**src/rtl/muldiv_sequencer_if.sv**
```systemverilog
// Handshake/result bundle between the E stage and the mul/div sequencer.
// master = E stage / hazard side, slave = muldiv_sequencer.
interface muldiv_sequencer_if #(
   parameter int WIDTH = 32
);
   logic             start;
   logic [2:0]       op;
   logic [WIDTH-1:0] rs_val;
   logic [WIDTH-1:0] rt_val;
   logic             flush;
   logic [WIDTH-1:0] hi_out;
   logic [WIDTH-1:0] lo_out;
   logic             busy;
   logic             done;

   modport master (
      output start, op, rs_val, rt_val, flush,
      input  hi_out, lo_out, busy, done
   );

   modport slave (
      input  start, op, rs_val, rt_val, flush,
      output hi_out, lo_out, busy, done
   );
endinterface

```
**src/rtl/muldiv_sequencer.sv**
```systemverilog
// Iterative MULT/MULTU/DIV/DIVU sequencer owning HI/LO; WIDTH CALC cycles + 1 FIX cycle, busy stalls E stage.
// No backpressure beyond busy; flush aborts without touching HI/LO. MULDIV_EARLY_TERM_EN shortens multiplies.
module muldiv_sequencer #(
   parameter int WIDTH = 32
) (
   input logic           CLK,
   input logic           RST,
   muldiv_sequencer_if.slave bus
);
   localparam int CW = $clog2(WIDTH) + 1;

   localparam logic [2:0] OP_MULT  = 3'b000;
   localparam logic [2:0] OP_MULTU = 3'b001;
   localparam logic [2:0] OP_DIV   = 3'b010;
   localparam logic [2:0] OP_DIVU  = 3'b011;
   localparam logic [2:0] OP_MTHI  = 3'b100;
   localparam logic [2:0] OP_MTLO  = 3'b101;

   typedef enum logic [1:0] {
      S_IDLE = 2'd0,
      S_CALC = 2'd1,
      S_FIX  = 2'd2
   } state_t;

   state_t             state_q, state_d;
   logic [CW-1:0]      cnt_q, cnt_d;
   logic [2*WIDTH-1:0] acc_q, acc_d;
   logic [2*WIDTH-1:0] mcand_q, mcand_d;
   logic [WIDTH-1:0]   mplier_q, mplier_d;
   logic [WIDTH-1:0]   hi_q, hi_d;
   logic [WIDTH-1:0]   lo_q, lo_d;
   logic               sa_q, sa_d;
   logic               sb_q, sb_d;
   logic               is_div_q, is_div_d;
   logic               div0_q, div0_d;
   logic               busy_q, busy_d;
   logic               done_q, done_d;

   logic               signed_op, rs_neg, rt_neg;
   logic [WIDTH-1:0]   rs_mag, rt_mag;

   assign signed_op = ~bus.op[0];
   assign rs_neg    = signed_op & bus.rs_val[WIDTH-1];
   assign rt_neg    = signed_op & bus.rt_val[WIDTH-1];
   assign rs_mag    = rs_neg ? -bus.rs_val : bus.rs_val;
   assign rt_mag    = rt_neg ? -bus.rt_val : bus.rt_val;

   // Divide keeps {remainder, quotient/dividend} in acc and the divisor in mcand[WIDTH-1:0].
   logic [WIDTH:0]     div_shift;
   logic               div_ge;
   logic [WIDTH-1:0]   rem_step;
   logic [2*WIDTH-1:0] prod_fix;
   logic [WIDTH-1:0]   quo_fix, rem_fix;

   assign div_shift = {acc_q[2*WIDTH-1:WIDTH], acc_q[WIDTH-1]};
   assign div_ge    = div_shift >= {1'b0, mcand_q[WIDTH-1:0]};
   assign rem_step  = div_ge ? WIDTH'(div_shift - {1'b0, mcand_q[WIDTH-1:0]})
                             : div_shift[WIDTH-1:0];
   assign prod_fix  = (sa_q ^ sb_q) ? -acc_q : acc_q;
   assign quo_fix   = (sa_q ^ sb_q) ? -acc_q[WIDTH-1:0] : acc_q[WIDTH-1:0];
   assign rem_fix   = sa_q ? -acc_q[2*WIDTH-1:WIDTH] : acc_q[2*WIDTH-1:WIDTH];

   always_comb begin
      state_d  = state_q;
      cnt_d    = cnt_q;
      acc_d    = acc_q;
      mcand_d  = mcand_q;
      mplier_d = mplier_q;
      hi_d     = hi_q;
      lo_d     = lo_q;
      sa_d     = sa_q;
      sb_d     = sb_q;
      is_div_d = is_div_q;
      div0_d   = div0_q;
      done_d   = 1'b0;

      case (state_q)
         S_IDLE: begin
            if (bus.start && !bus.flush) begin
               case (bus.op)
                  OP_MTHI: hi_d = bus.rs_val;
                  OP_MTLO: lo_d = bus.rs_val;
                  OP_MULT, OP_MULTU: begin
                     sa_d     = rs_neg;
                     sb_d     = rt_neg;
                     is_div_d = 1'b0;
                     div0_d   = 1'b0;
                     acc_d    = '0;
                     mcand_d  = {{WIDTH{1'b0}}, rs_mag};
                     mplier_d = rt_mag;
                     cnt_d    = '0;
                     state_d  = S_CALC;
                  end
                  OP_DIV, OP_DIVU: begin
                     sa_d     = rs_neg;
                     sb_d     = rt_neg;
                     is_div_d = 1'b1;
                     div0_d   = (bus.rt_val == '0);
                     mcand_d  = {{WIDTH{1'b0}}, rt_mag};
                     mplier_d = '0;
                     cnt_d    = '0;
                     // Divide by zero parks the raw dividend for HI and skips CALC.
                     acc_d    = {{WIDTH{1'b0}}, (bus.rt_val == '0) ? bus.rs_val : rs_mag};
                     state_d  = (bus.rt_val == '0) ? S_FIX : S_CALC;
                  end
                  default: ;
               endcase
            end
         end
         S_CALC: begin
            if (bus.flush) begin
               state_d = S_IDLE;
            end else begin
               cnt_d = cnt_q + CW'(1);
               if (!is_div_q) begin
                  if (mplier_q[0]) acc_d = acc_q + mcand_q;
                  mcand_d  = mcand_q << 1;
                  mplier_d = mplier_q >> 1;
               end else begin
                  acc_d = {rem_step, acc_q[WIDTH-2:0], div_ge};
               end
               if (cnt_q == CW'(WIDTH - 1)) state_d = S_FIX;
`ifdef MULDIV_EARLY_TERM_EN
               if (!is_div_q && mplier_d == '0) state_d = S_FIX;
`endif
            end
         end
         S_FIX: begin
            state_d = S_IDLE;
            if (!bus.flush) begin
               done_d = 1'b1;
               if (!is_div_q) begin
                  hi_d = prod_fix[2*WIDTH-1:WIDTH];
                  lo_d = prod_fix[WIDTH-1:0];
               end else if (div0_q) begin
                  hi_d = acc_q[WIDTH-1:0];
                  lo_d = '1;
               end else begin
                  hi_d = rem_fix;
                  lo_d = quo_fix;
               end
            end
         end
         default: state_d = S_IDLE;
      endcase

      busy_d = (state_d != S_IDLE);
   end

   always_ff @(posedge CLK or negedge RST) begin
      if (!RST) begin
         state_q  <= S_IDLE;
         cnt_q    <= '0;
         acc_q    <= '0;
         mcand_q  <= '0;
         mplier_q <= '0;
         hi_q     <= '0;
         lo_q     <= '0;
         sa_q     <= 1'b0;
         sb_q     <= 1'b0;
         is_div_q <= 1'b0;
         div0_q   <= 1'b0;
         busy_q   <= 1'b0;
         done_q   <= 1'b0;
      end else begin
         state_q  <= state_d;
         cnt_q    <= cnt_d;
         acc_q    <= acc_d;
         mcand_q  <= mcand_d;
         mplier_q <= mplier_d;
         hi_q     <= hi_d;
         lo_q     <= lo_d;
         sa_q     <= sa_d;
         sb_q     <= sb_d;
         is_div_q <= is_div_d;
         div0_q   <= div0_d;
         busy_q   <= busy_d;
         done_q   <= done_d;
      end
   end

   assign bus.hi_out = hi_q;
   assign bus.lo_out = lo_q;
   assign bus.busy   = busy_q;
   assign bus.done   = done_q;
endmodule

```
**src/flat_wrapper.sv**
```systemverilog
// flat-port wrapper written by rule: the top's interface ports become plain ports
module muldiv_sequencer_flat 
#(
   parameter int WIDTH = 32
)
  (CLK, RST, bus_start, bus_op, bus_rs_val, bus_rt_val, bus_flush, bus_hi_out, bus_lo_out, bus_busy, bus_done);
  muldiv_sequencer_if #(.WIDTH(WIDTH)) bus_i ();
  input logic CLK;
  input logic RST;
  input wire logic [$bits(bus_i.start)-1:0] bus_start;
  input wire logic [$bits(bus_i.op)-1:0] bus_op;
  input wire logic [$bits(bus_i.rs_val)-1:0] bus_rs_val;
  input wire logic [$bits(bus_i.rt_val)-1:0] bus_rt_val;
  input wire logic [$bits(bus_i.flush)-1:0] bus_flush;
  output wire logic [$bits(bus_i.hi_out)-1:0] bus_hi_out;
  output wire logic [$bits(bus_i.lo_out)-1:0] bus_lo_out;
  output wire logic [$bits(bus_i.busy)-1:0] bus_busy;
  output wire logic [$bits(bus_i.done)-1:0] bus_done;
  assign bus_i.start = bus_start;
  assign bus_i.op = bus_op;
  assign bus_i.rs_val = bus_rs_val;
  assign bus_i.rt_val = bus_rt_val;
  assign bus_i.flush = bus_flush;
  assign bus_hi_out = bus_i.hi_out;
  assign bus_lo_out = bus_i.lo_out;
  assign bus_busy = bus_i.busy;
  assign bus_done = bus_i.done;
  muldiv_sequencer #(.WIDTH(WIDTH)) u_core (.CLK(CLK), .RST(RST), .bus(bus_i));
endmodule
```
**config.mk**
```make
export PLATFORM = sky130hd
export DESIGN_NAME = muldiv_sequencer_flat
export DESIGN_NICKNAME = d
export VERILOG_FILES = /design/src/rtl/muldiv_sequencer_if.sv /design/src/rtl/muldiv_sequencer.sv /design/src/flat_wrapper.sv
export SDC_FILE = /design/constraint.sdc
export NUM_CORES = 1
export LEC_CHECK = 0
export ABC_CLOCK_PERIOD_IN_PS = 3300
export CAP_MARGIN = 30
export CORE_MARGIN = 10
export CORE_UTILIZATION = 35
export CTS_CLUSTER_DIAMETER = 40
export CTS_CLUSTER_SIZE = 12
export DETAILED_ROUTE_END_ITERATION = 12
export HOLD_SLACK_MARGIN = 0.02
export PLACE_DENSITY_LB_ADDON = 0.12
export SLEW_MARGIN = 0
export SYNTH_ARGS = -nofsm -noshare
export SYNTH_HDL_FRONTEND = slang
export SYNTH_SLANG_ARGS = --single-unit
```
**constraint.sdc**
```tcl
create_clock -name CLK -period 3.3 [get_ports CLK]
set_input_delay 0.825 -clock CLK [delete_from_list [all_inputs] [get_ports CLK]]
set_output_delay 0.825 -clock CLK [all_outputs]
set_load 0.02 [all_outputs]
```
==> out/qor.yml <==
yosys:
  synth_top_cells_by_count: "298 x nor2_1, 296 x nand2_1, 238 x a21oi_1, 238 x dfrtp_1, 228 x o21ai_0"
  synth_area_leaders: "dfrtp_1 28%, ha_1 5.9%, a21oi_1 5.6%"
  synth_warnings: 0
  synth_top_flop_cell: "dfrtp_1"
  synth_edf_count: 0
  synth_seq_cells: 238
  syn_area_um2: 21090
  yosysMostFrequentCell: "nor2_1"
  synthCells: 2742
  ys_async_sr_fraction_pct: 100.0
  synth_cell_type_count: 83
  syn_nets: 2915
  yosysTopAreaCell: "dfrtp_1"
  syn_avg_cell_area_um2: 7.692
  synth_top_area_share_pct: 28.24
  ys_seq_area_share_pct: 28.24
place:
  placed_cell_area_um2: 27310
  numPlacedInstances: 4030
  io_buffers: 136
  place_congestion: 0.9537
  dp_hpwl_um: 80990
die:
  core_area_um2: 59350
  rows: 89
  start_util_pct: 35.54
  dieArea_um2: 70480
  die_h_um: 265.5
  io_pins: 137
  die_w_um: 265.5
global_routing:
  grt_pass1_vias: 23260
  grt_overflow_total: 0
  grt_max_degree: 102
  grt_pass1_wl_um: 151800
  grtUsageTotal_pct: 28.27
  antenna_found_initial: 0
layout:
  fin_cells: 4160
  final_util_pct: 51.28
  diodes: 0
  nets: 3514
  post-route-cell-area_um2: 30430
  area_growth_pct: 44.30
  drive_above_1_share_pct: 27.64
setup_path:
  r2r_slack_ns: -0.12
  cp-end-kind: "flip-flop"
  worst_ep_required_time_ns: 3.79
  worstReg2RegStart: "u_core.mcand_q[0]"
  reg2regPathDepth: 14
  cp_max_fo: 3
  reg2reg_to: "u_core.acc_q[60]"
  cp-start-kind: "flip-flop"
  worstSetupPathType: "reg -> reg"
  cp.arrival_ns: 3.91
power:
  peakVddDrop_uv: 415.5
  power.leakage_nw: 13.73
  clockPowerShare_pct: 20.0
  fin_total_pwr_mw: 27.83
  powerDensity_nw_per_um2: 914.3
  pwr-share-seq_pct: 16.6
  sw_frac_of_total_pct: 45.58
  pwr-share-comb_pct: 63.4
  switchingPower_mw: 12.68
  internal_power_mw: 15.14
outcome:
  violations: "setup timing"
  status: "finished, violations left"
drt:
  wl_met2_um: 46340
  wl_met3_um: 6387
  top_layer_used: "met4"
  wire_per_inst_um: 24.73
  num_vias: 23530
  initialDrtViolationCount: 2140
  dr.pass1.iters: 6
  detail-route-antenna-nets: 0
  viasPerCell: 5.655
  drc_errors: 0
  totalWireLength_um: 102900
  wl_met1_um: 45630
timing:
  slew_violations: 0
  tightest_slew_ns: 0.8562
  hold_ws_ns: 0.2513
  finalSetupViolCount: 3
  fmax_mhz: 292.1
  max-slew-margin-rel_pct: 42.31
  finalCriticalPeriod_ns: 3.423
  setup_slack_ns: -0.1230
  rsz0062_at_grt: "yes"
  final.setup_skew_ns: 0.02910
  fin_crit_sh_pct: 103.7
  hold_viol: 0
clock_tree:
  cts_sinks: 238
  cts_tree: "built"
  numCtsBuffers: 54
  clockRootBuffer: "clkbuf_16"
  cts.clk_slew.worst_paths_ns: 0.05
  h-tree-depth: 2
  hold_buffers: 0
  cts_buffer_depth: 3
  worstSkewPairLatency_ns: 0.63
worst_hold_path:
  min_path_type: "in -> async"
flow_run:
  cap_viol_max_count: 0
==> state kept, by name (all words and copies together), names as in the netlist, 2 cells and up <==
register and flops:
u_core.mplier_q 32, u_core.cnt_q 6, u_core.bus.lo_out 32, u_core.state_q 2, u_core.mcand_q 64, u_core.acc_q 64, u_core.bus.hi_out 32
==> worst max path at each step <==
stage,end,startpoint
2_1_floorplan,u_core.acc_q[60],u_core.acc_q[0]
5_1_grt,u_core.acc_q[62],u_core.acc_q[7]
3_3_place_gp,u_core.mcand_q[21],bus_rs_val[1]
4_1_cts,u_core.acc_q[60],u_core.mcand_q[0]
3_5_place_dp,u_core.mcand_q[21],bus_rs_val[1]
6_report,u_core.acc_q[60],u_core.mcand_q[0]
==> routing by layer <==
metal | track usage, % | up-vias
met3 | 4.087 | 194
met5 | 0 | -
li1 | - | 11130
met4 | 11.23 | 0
met1 | 37.35 | 11360
met2 | 45.80 | 837
==> cell usage in the layout, fill, tap and decap left out, drive strengths merged, types with 42 or more instances in the layout <==
cell type      count
a211oi            65
a21o              57
a21oi            239
a221oi            51
buf              630
clkbuf            64
clkdlybuf4s50    135
dfrtp            238
ha               100
inv               93
nand2            296
nand3             42
nor2             299
nor3              55
o21ai            236
xnor2            135
xor2             124
==> cell type report <==
class                      count  area [um^2]
clock buffer                  64         1470
fill                        5812        28920
sequential                   238         5966
tap                          773        967.2
inverter                      76        287.8
timing repair buffer         765         6341
multi-input combinational   2206        15010
clock inverter                38        392.9
==> worst max-delay path, cell delays in order (launching register included) <==
cell and delay (ns):
dfrtp_1 0.39, buf_6 0.13, ha_4 0.16, fa_2 0.40, a21o_1 0.23, a221oi_4 0.28
a2bb2oi_2 0.16, buf_4 0.14, a221oi_2 0.06, or2_4 0.27, o2111a_1 0.28, o2111a_2 0.31
or3_1 0.33, nand3_2 0.11, a22oi_2 0.06
==> cells by family after synthesis <==
kind of cell,count (synthesis),share of synthesized area [%]
XOR/XNOR,259,10.76
AND/OR/NAND/NOR,879,18.98
AO/OA/AOI/OAI,920,28.03
adder cells (fa/ha/maj),102,6.122
flip-flops,238,28.24
multiplexers,46,2.331
buffers and inverters,298,5.541
==> metrics by stage <==
stage | TNS (ns) | worst slack, ns
floorplan | 0 | 0.06988
global placement | -28.03 | -0.5121
global route | -1.223 | -0.1783
CTS | -0.1085 | -0.04019
detailed placement | -29.05 | -0.5081
finish | -0.1981 | -0.1230
==> power groups by stage <==
stage                     Sequential (mW)  Combinational [mW]  Clock (mW)
final                                4.62                17.6        5.56
after global routing                 4.70                19.0        5.78
after CTS                            4.58                16.5        5.64
after detailed placement             4.60                15.8           0
after global placement               4.59                15.7           0
after floorplan                      4.72                8.23           0
==> timing repair <==
| action | CTS | global route |
|---|---|---|
| resized for setup | 85 | 167 |
| setup endpoints to repair | 43 | 69 |
| setup buffers | 9 | 22 |
| pin swaps | 34 | 76 |
| cloned | 2 | 0 |
Note: power is estimated with default switching activity, not from simulation.
